## config.mk

```make
export PLATFORM = sky130hd
export DESIGN_NAME = qeu_stream
export DESIGN_NICKNAME = d
export VERILOG_FILES = /design/src/rtl/sdtw_pkg.sv /design/src/rtl/qeu_skid_fifo.sv /design/src/rtl/qeu_stream.sv
export SDC_FILE = /design/constraint.sdc
export NUM_CORES = 1
export LEC_CHECK = 0
export BUFFER_PORTS_ARGS = -buffer_cell sky130_fd_sc_hd__buf_2
export CORE_MARGIN = 3
export CORE_UTILIZATION = 35
export CTS_BUF_LIST = sky130_fd_sc_hd__clkbuf_8
export DETAILED_ROUTE_END_ITERATION = 16
export SYNTH_ARGS = -nofsm -noshare
export SYNTH_HDL_FRONTEND = slang
export SYNTH_SLANG_ARGS = --single-unit
```

## constraint.sdc

```tcl
create_clock -name clk -period 3.2 [get_ports clk]
set_clock_uncertainty 0.05 [all_clocks]
set_input_delay 0.48 -clock clk [delete_from_list [all_inputs] [get_ports clk]]
set_output_delay 0.48 -clock clk [all_outputs]
set_load 0.005 [all_outputs]
```

## src/rtl/sdtw_pkg.sv

```systemverilog
// Shared types for the sDTW query path: stream FSM encoding and the per-word
// tag that travels alongside each query-memory read.
package sdtw_pkg;

    typedef enum logic [1:0] {
        ST_IDLE   = 2'd0,
        ST_STREAM = 2'd1,
        ST_DRAIN  = 2'd2,
        ST_NEXT   = 2'd3
    } state_t;

    // Each query starts with two header words before the squiggle samples.
    localparam int HDR_WORDS = 2;

    // Query index field is sized for the largest supported QEU_LEN; the stream
    // block uses only the low $clog2(QEU_LEN) bits.
    localparam int QID_W_MAX = 8;

    typedef struct packed {
        logic                 hdr;
        logic                 last;
        logic [QID_W_MAX-1:0] qid;
    } tag_t;

endpackage

```

## src/rtl/qeu_skid_fifo.sv

```systemverilog
// Two-entry first-word-fall-through buffer. The head entry is visible on o_data
// and stays put until popped, which keeps stalled output words stable.
module qeu_skid_fifo #(
    parameter int DW = 16
) (
    input  logic          clk,
    input  logic          rst,
    input  logic          i_push,
    input  logic [DW-1:0] i_data,
    input  logic          i_pop,
    output logic [DW-1:0] o_data,
    output logic          o_valid,
    output logic [1:0]    o_count
);

    logic [DW-1:0] r_mem [2];
    logic          r_wr_ptr;
    logic          r_rd_ptr;
    logic [1:0]    r_count;
    logic          w_push;
    logic          w_pop;

    assign w_pop  = i_pop && (r_count != 2'd0);
    assign w_push = i_push && ((r_count != 2'd2) || w_pop);

    always_ff @(posedge clk or posedge rst) begin
        if (rst) begin
            r_mem[0] <= '0;
            r_mem[1] <= '0;
            r_wr_ptr <= 1'b0;
            r_rd_ptr <= 1'b0;
            r_count  <= 2'd0;
        end else begin
            if (w_push) begin
                r_mem[r_wr_ptr] <= i_data;
                r_wr_ptr        <= ~r_wr_ptr;
            end
            if (w_pop) begin
                r_rd_ptr <= ~r_rd_ptr;
            end
            case ({w_push, w_pop})
                2'b10:   r_count <= r_count + 2'd1;
                2'b01:   r_count <= r_count - 2'd1;
                default: r_count <= r_count;
            endcase
        end
    end

    assign o_data  = r_mem[r_rd_ptr];
    assign o_valid = (r_count != 2'd0);
    assign o_count = r_count;

endmodule

```

## src/rtl/qeu_stream.sv

```systemverilog
// Reads one full query buffer from the synchronous query memory and streams it
// to the sDTW engine with header/last/query-id marking, then requests a swap.
//
// Stream handshake: a word moves when out_valid && out_ready on a rising clk
// edge; once out_valid is high, out_valid and the word stay unchanged until
// that transfer happens.
module qeu_stream
    import sdtw_pkg::*;
#(
    parameter int WIDTH            = 16,
    parameter int SQG_SIZE         = 200,
    parameter int QEU_LEN          = 8,
    parameter int QEUMEM_PTR_WIDTH = 11,
    parameter int QEU_SIZE         = (SQG_SIZE + 2) * QEU_LEN,
    localparam int QID_W           = $clog2(QEU_LEN),
    localparam int WIDX_W          = $clog2(SQG_SIZE + 2)
) (
    input  logic                        clk,
    input  logic                        rst,
    input  logic                        enable,
    input  logic                        qeu_load_done,
    output logic [QEUMEM_PTR_WIDTH-1:0] qeu_read_addr,
    input  logic [WIDTH-1:0]            dataout_qeu,
    output logic                        qeu_next,
    output logic [WIDTH-1:0]            out_data,
    output logic                        out_valid,
    input  logic                        out_ready,
    output logic                        out_hdr,
    output logic                        out_last,
    output logic [QID_W-1:0]            out_qid,
    output logic                        busy,
    output logic [15:0]                 buf_count,
    output state_t                      dbg_state
);

    localparam int TAG_W = $bits(tag_t);
    localparam int FW    = WIDTH + TAG_W;
    localparam int PW    = QEUMEM_PTR_WIDTH;

    state_t                r_state;
    state_t                w_state_nxt;
    logic [PW-1:0]         r_addr;
    logic [PW-1:0]         r_addr_last;
    logic [WIDX_W-1:0]     r_widx;
    logic [QID_W-1:0]      r_qid;
    logic                  r_inflight;
    tag_t                  r_tag_inflight;
    logic [15:0]           r_buf_count;

    tag_t                  w_tag_issue;
    tag_t                  w_tag_out;
    logic [FW-1:0]         w_fifo_dout;
    logic                  w_fifo_valid;
    logic [1:0]            w_fifo_count;
    logic                  w_pop;
    logic [1:0]            w_occ_after;
    logic                  w_issue;
    logic                  w_start;
    logic                  w_last_addr;
    logic                  w_widx_wrap;
    logic                  w_unused_qid;

    // Occupancy the buffer will have after this cycle's return and pop; a new
    // read is only issued when its data is guaranteed a free slot.
    assign w_pop       = w_fifo_valid && out_ready;
    assign w_occ_after = w_fifo_count + {1'b0, r_inflight} - {1'b0, w_pop};
    assign w_issue     = (r_state == ST_STREAM) && (w_occ_after < 2'd2);
    assign w_start     = (r_state == ST_IDLE) && qeu_load_done && enable;
    assign w_last_addr = (r_addr == PW'(QEU_SIZE - 1));
    assign w_widx_wrap = (r_widx == WIDX_W'(SQG_SIZE + 1));

    always_comb begin
        w_tag_issue      = '0;
        w_tag_issue.hdr  = (r_widx < WIDX_W'(HDR_WORDS));
        w_tag_issue.last = w_widx_wrap;
        w_tag_issue.qid  = QID_W_MAX'(r_qid);
    end

    always_comb begin
        w_state_nxt = r_state;
        case (r_state)
            ST_IDLE:   if (w_start) w_state_nxt = ST_STREAM;
            ST_STREAM: if (w_issue && w_last_addr) w_state_nxt = ST_DRAIN;
            ST_DRAIN:  if (w_occ_after == 2'd0) w_state_nxt = ST_NEXT;
            ST_NEXT:   w_state_nxt = ST_IDLE;
            default:   w_state_nxt = ST_IDLE;
        endcase
    end

    always_ff @(posedge clk or posedge rst) begin
        if (rst) begin
            r_state <= ST_IDLE;
        end else begin
            r_state <= w_state_nxt;
        end
    end

    always_ff @(posedge clk or posedge rst) begin
        if (rst) begin
            r_addr         <= '0;
            r_addr_last    <= '0;
            r_widx         <= '0;
            r_qid          <= '0;
            r_inflight     <= 1'b0;
            r_tag_inflight <= '0;
            r_buf_count    <= '0;
        end else begin
            r_inflight <= w_issue;
            if (w_start) begin
                r_addr <= '0;
                r_widx <= '0;
                r_qid  <= '0;
            end else if (w_issue) begin
                r_addr         <= r_addr + PW'(1);
                r_addr_last    <= r_addr;
                r_tag_inflight <= w_tag_issue;
                if (w_widx_wrap) begin
                    r_widx <= '0;
                    r_qid  <= r_qid + QID_W'(1);
                end else begin
                    r_widx <= r_widx + WIDX_W'(1);
                end
            end
            if (r_state == ST_NEXT) begin
                r_buf_count <= r_buf_count + 16'd1;
            end
        end
    end

    qeu_skid_fifo #(
        .DW(FW)
    ) u_skid (
        .clk    (clk),
        .rst    (rst),
        .i_push (r_inflight),
        .i_data ({dataout_qeu, r_tag_inflight}),
        .i_pop  (w_pop),
        .o_data (w_fifo_dout),
        .o_valid(w_fifo_valid),
        .o_count(w_fifo_count)
    );

    assign w_tag_out     = w_fifo_dout[TAG_W-1:0];
    assign w_unused_qid  = ^w_tag_out.qid;

    // Address is live while issuing and otherwise holds the last issued value.
    assign qeu_read_addr = w_issue ? r_addr : r_addr_last;
    assign qeu_next      = (r_state == ST_NEXT);
    assign busy          = (r_state != ST_IDLE);
    assign buf_count     = r_buf_count;
    assign out_valid     = w_fifo_valid;
    assign out_data      = w_fifo_dout[FW-1 -: WIDTH];
    assign out_hdr       = w_tag_out.hdr;
    assign out_last      = w_tag_out.last;
    assign out_qid       = w_tag_out.qid[QID_W-1:0];
    assign dbg_state     = r_state;

endmodule
```

Word-level counts from Yosys, hierarchy flattened
Cells that the tools add are included.

Register bits: 113. Input port bits: 21. Word-level logic and storage cells: 83. Output and inout bits: 53.

Equal/unequal tests: 11. Bitwise gates (word level): 5. Muxes and demuxes: 20. Add/subtract/negate cells: 8. Reductions and logical operators: 19. Order comparisons: 5.

Operators by type and width (number): 26-bit 2-to-1 mux (4); 52-bit bitwise mux (1); 11-bit 2-to-1 mux (3); 26-bit demux with 1-bit select (1); 8-bit 2-to-1 mux (3); 16-bit by 1-bit adder with 16-bit output, second input constant (1); 11-bit by 1-bit adder with 11-bit output, second input constant (1); 11-bit equality test, second input constant (1); 2-bit nonzero test (5); 3-bit 2-to-1 mux (3); 8-bit by 1-bit adder with 8-bit output, second input constant (1); 8-bit equality test, second input constant (1); 1-bit logical AND (8); 8-bit by 2-bit less-than comparator with 1-bit output, second input constant (1); 2-bit one-hot mux with 4 select lines (1); 2-bit equality test, second input constant (3); 2-bit 2-to-1 mux (3); 2-bit != test, second input constant (3); 2-bit by 1-bit equality test with 1-bit output, second input constant (2); 2-bit greater-or-equal comparator, second input constant (2); 2-bit logical NOT (2); 1-bit NOT with 2-bit output (2); 2-bit one-hot mux with 2 select lines (1); 2-bit AND reduction (2); other kinds (11) (13).

Longest topological paths before layout
Depth after elaboration: 8. Gate-level depth with buffers: 12. Mapped depth without buffers: 10.

Cells and area by module
Synthesis repeated with hierarchy kept, for this count alone.

Cell total of the unflattened synthesis: 423. Area, all modules: 5363.9 um^2.

Modules (own cells, without submodules): qeu_stream (cells each 267, area an instance 2889.0 um^2, sequential area each 1426.4 um^2, instances 1); qeu_skid_fifo (cells each 156, area an instance 2474.9 um^2, sequential area each 1401.3 um^2, instances 1).

Worst setup path before layout
Ideal clock, no wire load.

Path kind: reg2out. From: reg u_skid.r_count[0] (netlist: u_skid.o_count[0]). To: out qeu_read_addr[0]. Slack: 0.353 ns. Data required time: 2.670 ns. Arrival: 2.317 ns. Stages on the path, launching flop included: 12. Path buffers: 2. Path through: dfrtp_1 > inv_1 > nand2_1 > and2_1 > ha_1 > inv_1 > ha_1 > xnor3_2 > buf_6 > nand2_4 > buf_2 > mux2_2.

Cells in the longest elaborated chain, start to end: 6. Elaborated cells on any way between the ends: 7. Classes of those cells: 2 x add/sub; 1 x order compare; 1 x mux; 3 x reduce/logical.

Ends and longest elaborated chain: start: declaration (RTL line qeu_skid_fifo.sv:19) `logic [1:0] r_count;`; start signal: assignment (RTL line qeu_skid_fifo.sv:42) `2'b10: r_count <= r_count + 2'd1;`; start signal: assignment (RTL line qeu_skid_fifo.sv:43) `2'b01: r_count <= r_count - 2'd1;`; start signal: assignment (RTL line qeu_skid_fifo.sv:44) `default: r_count <= r_count;`; 2-bit nonzero test (RTL line qeu_skid_fifo.sv:50) `assign o_valid = (r_count != 2'd0);`; via out_valid (RTL line qeu_stream.sv:26) `output logic out_valid,`; 1-bit logical AND (RTL line qeu_stream.sv:65) `assign w_pop = w_fifo_valid && out_ready;`; 2-bit by 1-bit subtractor with 2-bit output (RTL line qeu_stream.sv:66) `assign w_occ_after = w_fifo_count + {1'b0, r_inflight} - {1'b0, w_pop};`; 2-bit less-than comparator (RTL line qeu_stream.sv:67) `assign w_issue = (r_state == ST_STREAM) && (w_occ_after < 2'd2);`; 1-bit logical AND (RTL line qeu_stream.sv:67); 11-bit 2-to-1 mux; end: declaration (RTL line qeu_stream.sv:22) `output logic [QEUMEM_PTR_WIDTH-1:0] qeu_read_addr,`.

The timed path passes the listed nets, and every way through them passes these cells.

Worst setup path in the final report
From: reg u_skid.r_count[0] (netlist: u_skid.o_count[0]). To: out qeu_read_addr[2].

Cells in the longest elaborated chain, start to end: 6. Elaborated cells on any way between the ends: 7. Classes of those cells: 2 x add/sub; 1 x order compare; 1 x mux; 3 x reduce/logical.

Ends and longest elaborated chain (RTL line): parallel branches: the longest is 2 deep, another holds 2-bit by 1-bit adder with 2-bit output; 2-bit by 1-bit subtractor with 2-bit output (*) (qeu_stream.sv:66); 2-bit less-than comparator (*) (qeu_stream.sv:67); 1-bit logical AND (*) (qeu_stream.sv:67); 11-bit 2-to-1 mux (*).

Mark *: on every way between the ends.

==> summary.txt <==
Detailed routing
  – Routed vias/inst: 5.02
  – Met1 WL: 4.41 mm
  – DR vias: 3293
  – Antenna Nets Post-Route: 0
  – Iteration-0 DRC Markers: 155
  – Met3 Routed Length: 573 um
  – TritonRoute pass-1 iters: 4
  – # DRC: 0
  – Routed wire per std cell: 15.3 um
  – Top layer in use: met4
  – DRT Wirelength: 10.0 mm
  – Routed met2 length: 4.91 mm

Setup path
  – Critical R2R Launch: u_skid.o_count[0]
  – Critical path's largest stage delay: 420 ps
  – Critical Path RT: 2670 ps
  – Crit start category: register
  – Crit path DAT: 2550 ps
  – WS Path Type: reg -> out
  – Setup slack, reg-to-reg: 240 ps
  – CP Capture Type: output port
  – Slowest CP cell: dfrtp_2
  – Worst-path cell chain: inv_2 > nand2_1 > and2_4 > ha_4 > inv_1 > ha_2 > xnor3_2 > nand2_4 > mux2_4 > buf_2
  – CP max FO: 6
  – R2R depth: 13
  – Reg2reg end: r_addr[10]

Timing
  – Setup_tns: 0 ps
  – Max Freq: 0.325 GHz
  – Hold Fails Final Rpt: 0
  – Setup violators final: 0
  – Rel. slew slack: 54.3%
  – Tcrit/Tclk final: 96.3%
  – RSZ-0062 raised after global routing: false
  – Tightest Pin Transition: 685 ps
  – Final min period: 3080 ps
  – Final Max Tran Viols: 0

Floorplan
  – Die ar.: 15400 um2
  – # IOs: 74
  – Row cnt: 42
  – Vert. Die Dim: 124 um
  – Starting density of the core: 36.3%
  – Core Region: 13500 um2
  – Die width: 124 um

Synth
  – Synth area leaders: dfrtp_1, mux2_2, ha_1
  – Top-area cell type share of the netlist area: 52.8%
  – Mapped Area: 4880 um2
  – Yosys warnings: 0
  – Most used DFF post-synth: dfrtp_1
  – Synth area leader: dfrtp_1
  – Synth Register Bits: 103
  – Number of synthesized flops with an enable pin: 0
  – Ys async rst share: 100%
  – Net Count, Synth: 422
  – Register area share after synthesis: 52.8%
  – Post-Syn Instances: 388
  – Post-Syn Area per Cell: 12.6 um2
  – Yosys cell types: 42

GRT
  – Largest net degree at the start of global routing: 62
  – Vias in the first global route: 3374
  – First-pass GRT wire length: 16.4 mm
  – Initial antenna violation count: 0
  – GR Util All Layers: 13.6%
  – GRT overflow: 0

CTS
  – TritonCTS buffer count: 9
  – Reg clk slew, reported paths: 100 ps
  – CTS root buf: clkbuf_8
  – Clock Tree Buf Depth: 2
  – Sink Count: 103
  – H-tree depth: 3
  – CTS tree: yes
  – Later-pin clock latency in the skew report: 380 ps

Place
  – Dpl hpwl: 6.79 mm
  – Placer Congestion: 0.799
  – # port buffers: 73

Cells and area
  – Number of diodes: 0
  – Layout area overhead: 18.9%
  – Number of fill cells in the layout: 1278
  – Most frequent cells in the layout: dfrtp_1, mux2_2, buf_2, nand2_1
  – Commonest non-fill, non-tap cell in the layout: dfrtp_1
  – Share of post-route cells with drive strength above 1: 44.4%
  – Nets@finish: 509

Pwr
  – Total power: 5.51 mW
  – PwrDens: 949 nW/um2
  – Worst vdd ir: 0.000596 V
  – Leak: 2.78 nW

Worst hold path
  – Hold Path Class: in -> async

Run status
  – Status: completed

Job
  – Max cap viols: 0
cell families (layout without fill, tap and decap cells):
kind of cell | count (synthesis) | count (layout) | share of synthesized area (%)
DFF | 103 | 103 | 52.8
muxes | 92 | 92 | 21.2
and+or+nand+nor | 91 | 92 | 10.1
AOI/OAI and AO/OA | 31 | 31 | 4.05
xor gates and xnor gates | 30 | 30 | 6.00
buffers and inverters | 28 | 119 | 2.51
adders and majority gates | 13 | 13 | 3.33
routing by layer:
layer,vias to the layer above,track usage [%]
li1,1555,-
met1,1658,16.2
met2,68,23.4
met3,12,4.04
met4,0,4.38
met5,-,0
area by class of cell:
type	count	area, um2	area share (%)
timing repair buffer	90	505	8.71
sequential	103	2580	44.4
clock inverter	6	53.8	0.927
tap	176	220	3.79
multi-input combinational	258	2260	38.9
clock buffer	10	138	2.37
inverter	13	52.6	0.905
Yosys cell counts, types with 2 or more instances:
| master | n |
|---|---|
| xnor2_1 | 15 |
| o21a_1 | 2 |
| clkbuf_1 | 3 |
| nand2_1 | 17 |
| or3_1 | 6 |
| or4_1 | 2 |
| dfrtp_1 | 103 |
| and4_2 | 2 |
| nor3_1 | 2 |
| ha_1 | 13 |
| and2_1 | 3 |
| o21ai_0 | 10 |
| mux2_1 | 2 |
| and3_1 | 7 |
| buf_2 | 8 |
| a21oi_1 | 9 |
| buf_1 | 3 |
| xor2_1 | 13 |
| nand3_1 | 16 |
| nand4_1 | 10 |
| or2_2 | 2 |
| nor4_1 | 2 |
| nor2_1 | 15 |
| inv_1 | 13 |
| mux2_2 | 89 |
| and4_1 | 2 |
| o31ai_1 | 4 |
critical path, delay by kind of cell, from the launching register on:
family                   cells  cell delay, ps
flip-flops                   1             420
AND/OR/NAND/NOR              3             410
adder cells (fa/ha/maj)      2             400
XOR/XNOR                     1             360
multiplexers                 1             310
buffers and inverters        3             250
worst max-delay path by stage:
stage,from,to,depth (start not counted)
floorplan,u_skid.o_count[0],qeu_read_addr[0],11
global placement,u_skid.o_count[1],qeu_read_addr[5],10
detailed placement,u_skid.o_count[0],qeu_read_addr[1],10
CTS,u_skid.o_count[0],qeu_read_addr[2],10
global route,u_skid.o_count[0],qeu_read_addr[2],10
finish,u_skid.o_count[0],qeu_read_addr[2],10
power by group:
part	switching (mW)	leakage [nW]	internal, mW
Sequential	0.289	1.32	1.69
Combinational	1.26	1.36	1.49
Clock	0.472	0.100	0.318
flip-flops by register name, indices dropped and copies added (netlist names):
| name | flops |
|---|---|
| r_tag_inflight | 5 |
| u_skid.r_mem | 42 |
| u_skid.r_rd_ptr | 1 |
| r_addr | 11 |
| r_inflight | 1 |
| r_addr_last | 11 |
| r_qid | 3 |
| dbg_state | 2 |
| buf_count | 16 |
| u_skid.r_wr_ptr | 1 |
| r_widx | 8 |
| u_skid.o_count | 2 |
what timing repair did:
item	4_1_cts	5_1_grt
pin swaps	0	1
gates cloned	1	0
endpoints found under the setup margin	11	11
hold buffers	0	0
buffers inserted	6	1
resized for setup	5	7
through the flow:
step                utilization [%]  instances  worst slack, ps  instance area (um2)  hold slack, ps
floorplan                         -        388              353                 4890             409
global placement               40.9        632              351                 5510             407
detailed placement             40.9        632              294                 5510             413
CTS                            42.9        655             8.49                 5770            14.6
global route                   43.2        656             14.3                 5810            32.5
finish                         43.2        656              119                 5810            29.1
No activity file was read; power rests on OpenSTA's default activity.
